**config.mk**
```make
export PLATFORM = sky130hd
export DESIGN_NAME = deinterleaver_flat
export DESIGN_NICKNAME = d
export VERILOG_FILES = /design/src/rtl/deinterleaver_if.sv /design/src/rtl/deinterleaver.sv /design/src/flat_wrapper.sv
export SDC_FILE = /design/constraint.sdc
export NUM_CORES = 1
export LEC_CHECK = 0
export CAP_MARGIN = 15
export CORE_MARGIN = 5
export CORE_UTILIZATION = 35
export DETAILED_ROUTE_END_ITERATION = 10
export RECOVER_POWER = 50
export SLEW_MARGIN = 5
export SYNTH_ARGS = -nofsm -noshare
export SYNTH_HDL_FRONTEND = slang
export SYNTH_SLANG_ARGS = --single-unit
```
**constraint.sdc**
```tcl
create_clock -name clk -period 4.7 [get_ports clk]
set_clock_uncertainty 0.1 [all_clocks]
set_input_delay 0.94 -clock clk [delete_from_list [all_inputs] [get_ports clk]]
set_output_delay 0.94 -clock clk [all_outputs]
set_load 0.05 [all_outputs]
```
**src/rtl/deinterleaver_if.sv**
```systemverilog
// Handshake bundle for the deinterleaver: serial coded bits in (channel order),
// deinterleaved bits out (original order) with index and end-of-block pulse.
interface deinterleaver_if;
  localparam int unsigned IDX_W = 9;

  logic             data_in;
  logic             valid_in;
  logic             ready_out;
  logic             data_out;
  logic             valid_out;
  logic             ready_in;
  logic [IDX_W-1:0] data_out_index;
  logic             block_done;

  // Deinterleaver side
  modport slave (
    input  data_in, valid_in, ready_in,
    output ready_out, data_out, valid_out, data_out_index, block_done
  );

  // Producer/consumer side
  modport master (
    output data_in, valid_in, ready_in,
    input  ready_out, data_out, valid_out, data_out_index, block_done
  );
endinterface

```
**src/rtl/deinterleaver.sv**
```systemverilog
// Block deinterleaver for 192-bit QPSK blocks (16 columns): ping-pong bit banks,
// writes scattered in channel order, reads streamed out in original order.
module deinterleaver #(
  parameter int unsigned NCBPS = 192,
  parameter int unsigned D     = 16
) (
  input  logic           clk,
  input  logic           resetN,
  deinterleaver_if.slave bus
);
  localparam int unsigned ROWS   = NCBPS / D;
  localparam int unsigned A_W    = $clog2(ROWS);
  localparam int unsigned B_W    = $clog2(D);
  localparam int unsigned ADDR_W = $clog2(NCBPS);
  localparam int unsigned IDX_W  = 9;

  logic [A_W-1:0]    a_q;
  logic [B_W-1:0]    b_q;
  logic [ADDR_W-1:0] rd_addr_q;
  logic              wr_bank_q;
  logic              rd_bank_q;
  logic [1:0]        full_q;
  logic              block_done_q;
  logic [NCBPS-1:0]  bank_q [2];

  logic              wr_fire_c;
  logic              rd_fire_c;
  logic              wr_last_c;
  logic              rd_last_c;
  logic [ADDR_W-1:0] wr_addr_c;
  logic [1:0]        full_nxt_c;

  // Handshakes, block boundaries and write address k = 16a + b (b < 16, so a concat)
  always_comb begin
    wr_fire_c  = bus.valid_in && !full_q[wr_bank_q];
    rd_fire_c  = full_q[rd_bank_q] && bus.ready_in;
    wr_last_c  = (a_q == A_W'(ROWS - 1)) && (b_q == B_W'(D - 1));
    rd_last_c  = (rd_addr_q == ADDR_W'(NCBPS - 1));
    wr_addr_c  = {a_q, b_q};

    // A bank can only be written while empty and read while full, so set/clear never collide
    full_nxt_c = full_q;
    if (wr_fire_c && wr_last_c) full_nxt_c[wr_bank_q] = 1'b1;
    if (rd_fire_c && rd_last_c) full_nxt_c[rd_bank_q] = 1'b0;
  end

  // Bus outputs: handshake flags and read data come straight from state/storage
  always_comb begin
    bus.ready_out      = ~full_q[wr_bank_q];
    bus.valid_out      = full_q[rd_bank_q];
    bus.data_out       = bank_q[rd_bank_q][rd_addr_q];
    bus.data_out_index = IDX_W'(rd_addr_q);
    bus.block_done     = block_done_q;
  end

  // Counters, bank pointers and full flags
  always_ff @(posedge clk or negedge resetN) begin
    if (!resetN) begin
      a_q          <= '0;
      b_q          <= '0;
      rd_addr_q    <= '0;
      wr_bank_q    <= 1'b0;
      rd_bank_q    <= 1'b0;
      full_q       <= '0;
      block_done_q <= 1'b0;
    end else begin
      block_done_q <= rd_fire_c && rd_last_c;
      full_q       <= full_nxt_c;

      if (wr_fire_c) begin
        if (a_q == A_W'(ROWS - 1)) begin
          a_q <= '0;
          b_q <= (b_q == B_W'(D - 1)) ? '0 : b_q + B_W'(1);
        end else begin
          a_q <= a_q + A_W'(1);
        end
        if (wr_last_c) wr_bank_q <= ~wr_bank_q;
      end

      if (rd_fire_c) begin
        rd_addr_q <= rd_last_c ? '0 : rd_addr_q + ADDR_W'(1);
        if (rd_last_c) rd_bank_q <= ~rd_bank_q;
      end
    end
  end

  // Bit storage carries no reset; the full flags gate its visibility
  always_ff @(posedge clk) begin
    if (wr_fire_c) bank_q[wr_bank_q][wr_addr_c] <= bus.data_in;
  end
endmodule

```
**src/flat_wrapper.sv**
```systemverilog
// flat-port wrapper written by rule: the top's interface ports become plain ports
module deinterleaver_flat 
#(
  parameter int unsigned NCBPS = 192,
  parameter int unsigned D     = 16
)
  (clk, resetN, bus_data_in, bus_valid_in, bus_ready_in, bus_ready_out, bus_data_out, bus_valid_out, bus_data_out_index, bus_block_done);
  deinterleaver_if bus_i ();
  input  logic clk;
  input  logic resetN;
  input wire logic [$bits(bus_i.data_in)-1:0] bus_data_in;
  input wire logic [$bits(bus_i.valid_in)-1:0] bus_valid_in;
  input wire logic [$bits(bus_i.ready_in)-1:0] bus_ready_in;
  output wire logic [$bits(bus_i.ready_out)-1:0] bus_ready_out;
  output wire logic [$bits(bus_i.data_out)-1:0] bus_data_out;
  output wire logic [$bits(bus_i.valid_out)-1:0] bus_valid_out;
  output wire logic [$bits(bus_i.data_out_index)-1:0] bus_data_out_index;
  output wire logic [$bits(bus_i.block_done)-1:0] bus_block_done;
  assign bus_i.data_in = bus_data_in;
  assign bus_i.valid_in = bus_valid_in;
  assign bus_i.ready_in = bus_ready_in;
  assign bus_ready_out = bus_i.ready_out;
  assign bus_data_out = bus_i.data_out;
  assign bus_valid_out = bus_i.valid_out;
  assign bus_data_out_index = bus_i.data_out_index;
  assign bus_block_done = bus_i.block_done;
  deinterleaver #(.NCBPS(NCBPS), .D(D)) u_core (.clk(clk), .resetN(resetN), .bus(bus_i));
endmodule
```
## Word-level counts from Yosys, hierarchy flattened

Memories as Yosys holds them, arrays and structs flattened.
Index checks and enable logic that the tools add are counted.

| word-level totals | value |
|---|---|
| bits in registers | 21 |
| memory bits (writable) | 384 |
| input port bits | 5 |
| output and inout port bits | 13 |
| word-level logic and storage cells | 58 |
| memories kept | 1 |

| cells by class | value |
|---|---|
| $add $sub $neg | 3 |
| magnitude comparators | 7 |
| equality and inequality tests | 3 |
| muxes and demuxes | 19 |
| bitwise gates (word level) | 6 |
| reductions and logical operators | 12 |

Memory list:

| name | depth | width | rd ports | clocked after Yosys merged registers in | write ports | line | source |
|---|---|---|---|---|---|---|---|
| u_core.bank_q | 2 | 192 | 1 | 0 | 1 | deinterleaver.sv:24 | `logic [NCBPS-1:0] bank_q [2];` |

Operator list:

| cell | count |
|---|---|
| $mux 192 | 1 |
| $lt 8x9->1 const B | 2 |
| $mux 1 | 9 |
| $add 4x1->4 const B | 2 |
| $add 8x1->8 const B | 1 |
| $bmux 1 s8 | 1 |
| $demux 1 s8 | 1 |
| $eq 4x4->1 const B | 2 |
| $eq 8x8->1 const B | 1 |
| $ge 8x1->1 const B | 1 |
| $logic_and 1x1->1 | 8 |
| $mux 4 | 2 |
| $mux 8 | 1 |
| $reduce_and 2->1 | 3 |
| $lt 1x2->1 const B | 2 |
| $mux 2 | 2 |
| $not 1->1 | 3 |
| $and 2x2->2 | 1 |
| $demux 1 s1 | 2 |
| $ge 1x1->1 const B | 2 |
| $not 2->2 | 1 |
| $or 2x2->2 | 1 |
| $logic_not 1->1 | 1 |

## Logic depth before layout (Yosys ltp)

| depth | value |
|---|---|
| word-level depth | 8 |
| mapped depth | 12 |
| depth with buffers taken out | 7 |

## Worst setup path after synthesis

No wires, ideal clock.

| path | value |
|---|---|
| path type | reg-to-output |
| start point | register u_core.rd_addr_q[0] |
| end point | output port bus_data_out |
| arrival time | 3334 ps |
| path slack | 326 ps |
| stages on the path, launching flop included | 10 |
| cell sequence | dfrtp_1 -> buf_2 -> clkbuf_1 -> nor2b_1 -> a22oi_1 -> a31oi_1 -> a21oi_1 -> o211ai_1 -> o31ai_1 -> o311ai_1 |

| on the way | value |
|---|---|
| cells in the longest elaborated chain, start to end | 2 |

Ends and longest elaborated chain:

| element | line | source |
|---|---|---|
| start, declared | deinterleaver.sv:19 | `logic [ADDR_W-1:0] rd_addr_q;` |
| start signal, assigned | deinterleaver.sv:81 | `rd_addr_q <= rd_last_c ? '0 : rd_addr_q + ADDR_W'(1);` |
| $bmux 1 s8 | deinterleaver.sv:51 | `bus.data_out = bank_q[rd_bank_q][rd_addr_q];` |
| $mux 1 (not written as such) | deinterleaver.sv:51 |  |
| end, declared | flat_wrapper.sv:15 | `output wire logic [$bits(bus_i.data_out)-1:0] bus_data_out;` |

No other way between the ends. The select of a mux whose other input is x is not followed.

## Final worst setup path

| path | value |
|---|---|
| start point | register u_core.rd_bank_q |
| end point | output port bus_data_out |

| on the way | value |
|---|---|
| cells in the longest elaborated chain, start to end | 3 |

Ends and longest elaborated chain:

| element | line | source |
|---|---|---|
| start, declared | deinterleaver.sv:21 | `logic rd_bank_q;` |
| start signal, assigned | deinterleaver.sv:82 | `if (rd_last_c) rd_bank_q <= ~rd_bank_q;` |
| $mem_v2 2x192 | n/a |  |
| $bmux 1 s8 | deinterleaver.sv:51 |  |
| $mux 1 (not written as such) | deinterleaver.sv:51 |  |

No other way between the ends. The select of a mux whose other input is x is not followed.

==> impl_metrics.toml <==
[status]
status = "finished with violations"
violations = "capacitance limit, slew limit"

[routing]
vias = 10500
routed_wl_um = 43400
ant_nets = 0
remaining_drc_errors = 0
drtIter0Drc = 992
vias_per_cell = 5.32
wl_per_cell_um = 21.9
drt-pass1-iter-count = 5

[timing]
setup_viol = 0
hold_viol_final = 0
slew_headroom_pct = -116
setup-tns-final_ns = 0
rsz0062_at_grt = "false"
layout_setup_ws_ns = 0.160
period_share_pct = 96.6
slew_violations = 97
fmax_ghz = 0.220
worstMarginPinSlew_ns = 3.23
min_period_ns = 4.54

[worst_hold_path]
hold_class = "reg -> reg"

[yosys]
yosysUniqueCellTypes = 57
async_reset_ff_share_pct = 5.19
ys_seq_area_share_pct = 67.8
syn_nets = 1286
synth_top_area_cell = "edfxtp_1"
synthTopCellsByArea = "edfxtp_1 65%, mux4_2 10%, nor2_1 8.5%"
synth_ff_type = "edfxtp_1"
yosys_warnings = 0
syn_inst = 1272
post_synth_instance_area_um2 = 17800
synth_edf_count = 384
synth_top_area_share_pct = 64.8
ys_ff_latch = 405
avgSynthCellArea_um2 = 14.0

[die]
start_util_pct = 35.4
core_um2 = 50300
die_area_um2 = 55400
row_count = 82
die_h_um = 235
die_w_um = 235
io_pins = 18

[cells_and_area]
diodes = 0
syn_to_final_growth_pct = 13.2
final_nets = 1290
drive_gt1_share_pct = 14.9
final_cell_mix = "403 x nor2_1, 384 x edfxtp_1, 80 x mux4_2"
fillerInstances = 4761
layout_commonest_cell = "nor2_1"

[clock_network]
cts_max_level = 2
clockBufferDepth = 3
clk_pin_slew_worst_paths_ns = 0.06
numClockSinks = 405
cts_tree = "done"
numCtsBuffers = 43
cts_hold_buffers = 0
insertion_delay_ns = 0.56
cts-root-buf = "clkbuf_16"

[critical_path]
max_stage_delay_ns = 0.52
cp-end-kind = "primary output"
crit_family = "multiplexers"
worstPathRequired_ns = 3.66
crit_slowest_cell = "mux4_2"
start_kind = "flip-flop"
critPathKind = "reg -> out"
path_cells = "buf_4, buf_12, mux4_2, mux4_2, o2111a_1, o31ai_1, buf_4, o311ai_2, buf_12"
crit_buf_inv = 4
cp_max_fo = 15
cp.arrival_ns = 3.50

[grt]
grt_antenna_before_repair = 0
grt.total_usage_pct = 15.3
grt_max_degree = 173
gr-total-overflow = 0
grt_pass1_vias = 10700
grt_pass1_wl_um = 65700

[power]
p_leak_nw = 6.37
powerDensity_nw_per_um2 = 397
vdd_drop_max_mv = 0.278
power_mw = 8.00

[placement]
port_buffers = 16
pre_cts_ws_ns = 0.465
dp_hpwl_um = 25600
gp_congestion = 0.833

[job]
max_cap_viol_count = 1
## power by group
part,internal (mW),total (mW),switching [mW]
clock,1.94,3.30,1.36
combinational,0.124,0.655,0.531
sequential,4.00,4.05,0.0549
## stage by stage
step	cell area, um2	hold WS, ns	utilization [%]	cells
floorplan	17800	0.412	-	1272
global placement	18700	0.442	37.2	1896
detailed placement	18700	0.449	37.2	1896
CTS	20100	0.467	40.0	1975
global route	20100	0.507	40.1	1979
finish	20100	0.458	40.1	1979
## final timing paths
kind,slack [ns],to,cells after the start,startpoint
max in group asynchronous,2.73,u_core.rd_bank_q$_DFFE_PN0N_,2,resetN
worst min register to register,0.46,u_core.full_q[0]$_DFF_PN0_,2,u_core.full_q[0]$_DFF_PN0_
min in group asynchronous,0.82,u_core.bus.block_done$_DFF_PN0_,1,resetN
worst max-delay path,0.16,bus_data_out,9,u_core.rd_bank_q$_DFFE_PN0N_
worst min-delay path,0.46,u_core.full_q[0]$_DFF_PN0_,2,u_core.full_q[0]$_DFF_PN0_
worst max register to register,0.99,u_core.bank_q[1][1]$_DFFE_PP_,5,u_core.wr_bank_q$_DFFE_PN0N_
## routing by layer
layer	routed length [um]	global-route usage (%)	share of wire [%]
met3	2340	2.13	5.4
met2	21200	25.5	49
met4	1100	4.71	2.5
met5	0	0	0
met1	18800	21.0	43
## tightest hold or removal path, cell delays in order, from the launching register on
cell	delay (ns)
dfrtp_1	0.36
nor2_1	0.06
a21oi_1	0.10
## layout make-up
class                   count  area, um2  area share, %
flip-flops and latches    405      12100           59.9
well taps                 672        841           4.17
repair buffers             64        649           3.22
multi-input cells         753       5200           25.8
inverters                   9       33.8          0.168
clock buffers              59       1200           5.95
clock inverters            17        156          0.776
## cells by family after synthesis
| family | count (synthesis) | synth area share [%] |
|---|---|---|
| AO/OA/AOI/OAI | 78 | 3.07 |
| XOR/XNOR | 7 | 0.345 |
| AND/OR/NAND/NOR | 536 | 12.1 |
| multiplexers | 122 | 13.0 |
| adder cells (fa/ha/maj) | 9 | 0.633 |
| buffers and inverters | 114 | 3.07 |
| flip-flops | 405 | 67.8 |
| other | 1 | 0.0211 |
## flip-flops by register name, indices dropped and copies added, names as in the netlist
name	count
u_core.a_q	4
u_core.b_q	4
u_core.bank_q	384
u_core.bus.block_done	1
u_core.full_q	2
u_core.rd_addr_q	8
u_core.rd_bank_q	1
u_core.wr_bank_q	1
## cells in the mapped netlist (3+ instances only)
library cell / instances
dfrtp_1: 21
and2_1: 4
nor2b_1: 12
a221oi_1: 3
mux2_2: 4
mux2i_1: 32
o22ai_1: 5
o31ai_1: 3
a211oi_1: 6
buf_4: 3
nand4_1: 6
o311ai_1: 4
nand2b_1: 3
a22oi_1: 12
buf_1: 5
inv_1: 7
nand3_1: 26
o221ai_1: 3
nand2_1: 61
mux4_1: 5
mux4_2: 80
clkbuf_1: 80
o21ai_0: 12
a21oi_1: 12
edfxtp_1: 384
nor3_1: 11
buf_6: 9
xnor2_1: 5
nor2_1: 403
ha_1: 9
buf_2: 6
## repair_timing
item | CTS | global route
endpoints found under the setup margin | 1 | 1
hold endpoints to repair | 0 | 0
gates resized for setup | 1 | 0
buffers inserted | 3 | 4
(Power assumes the default switching activity.)
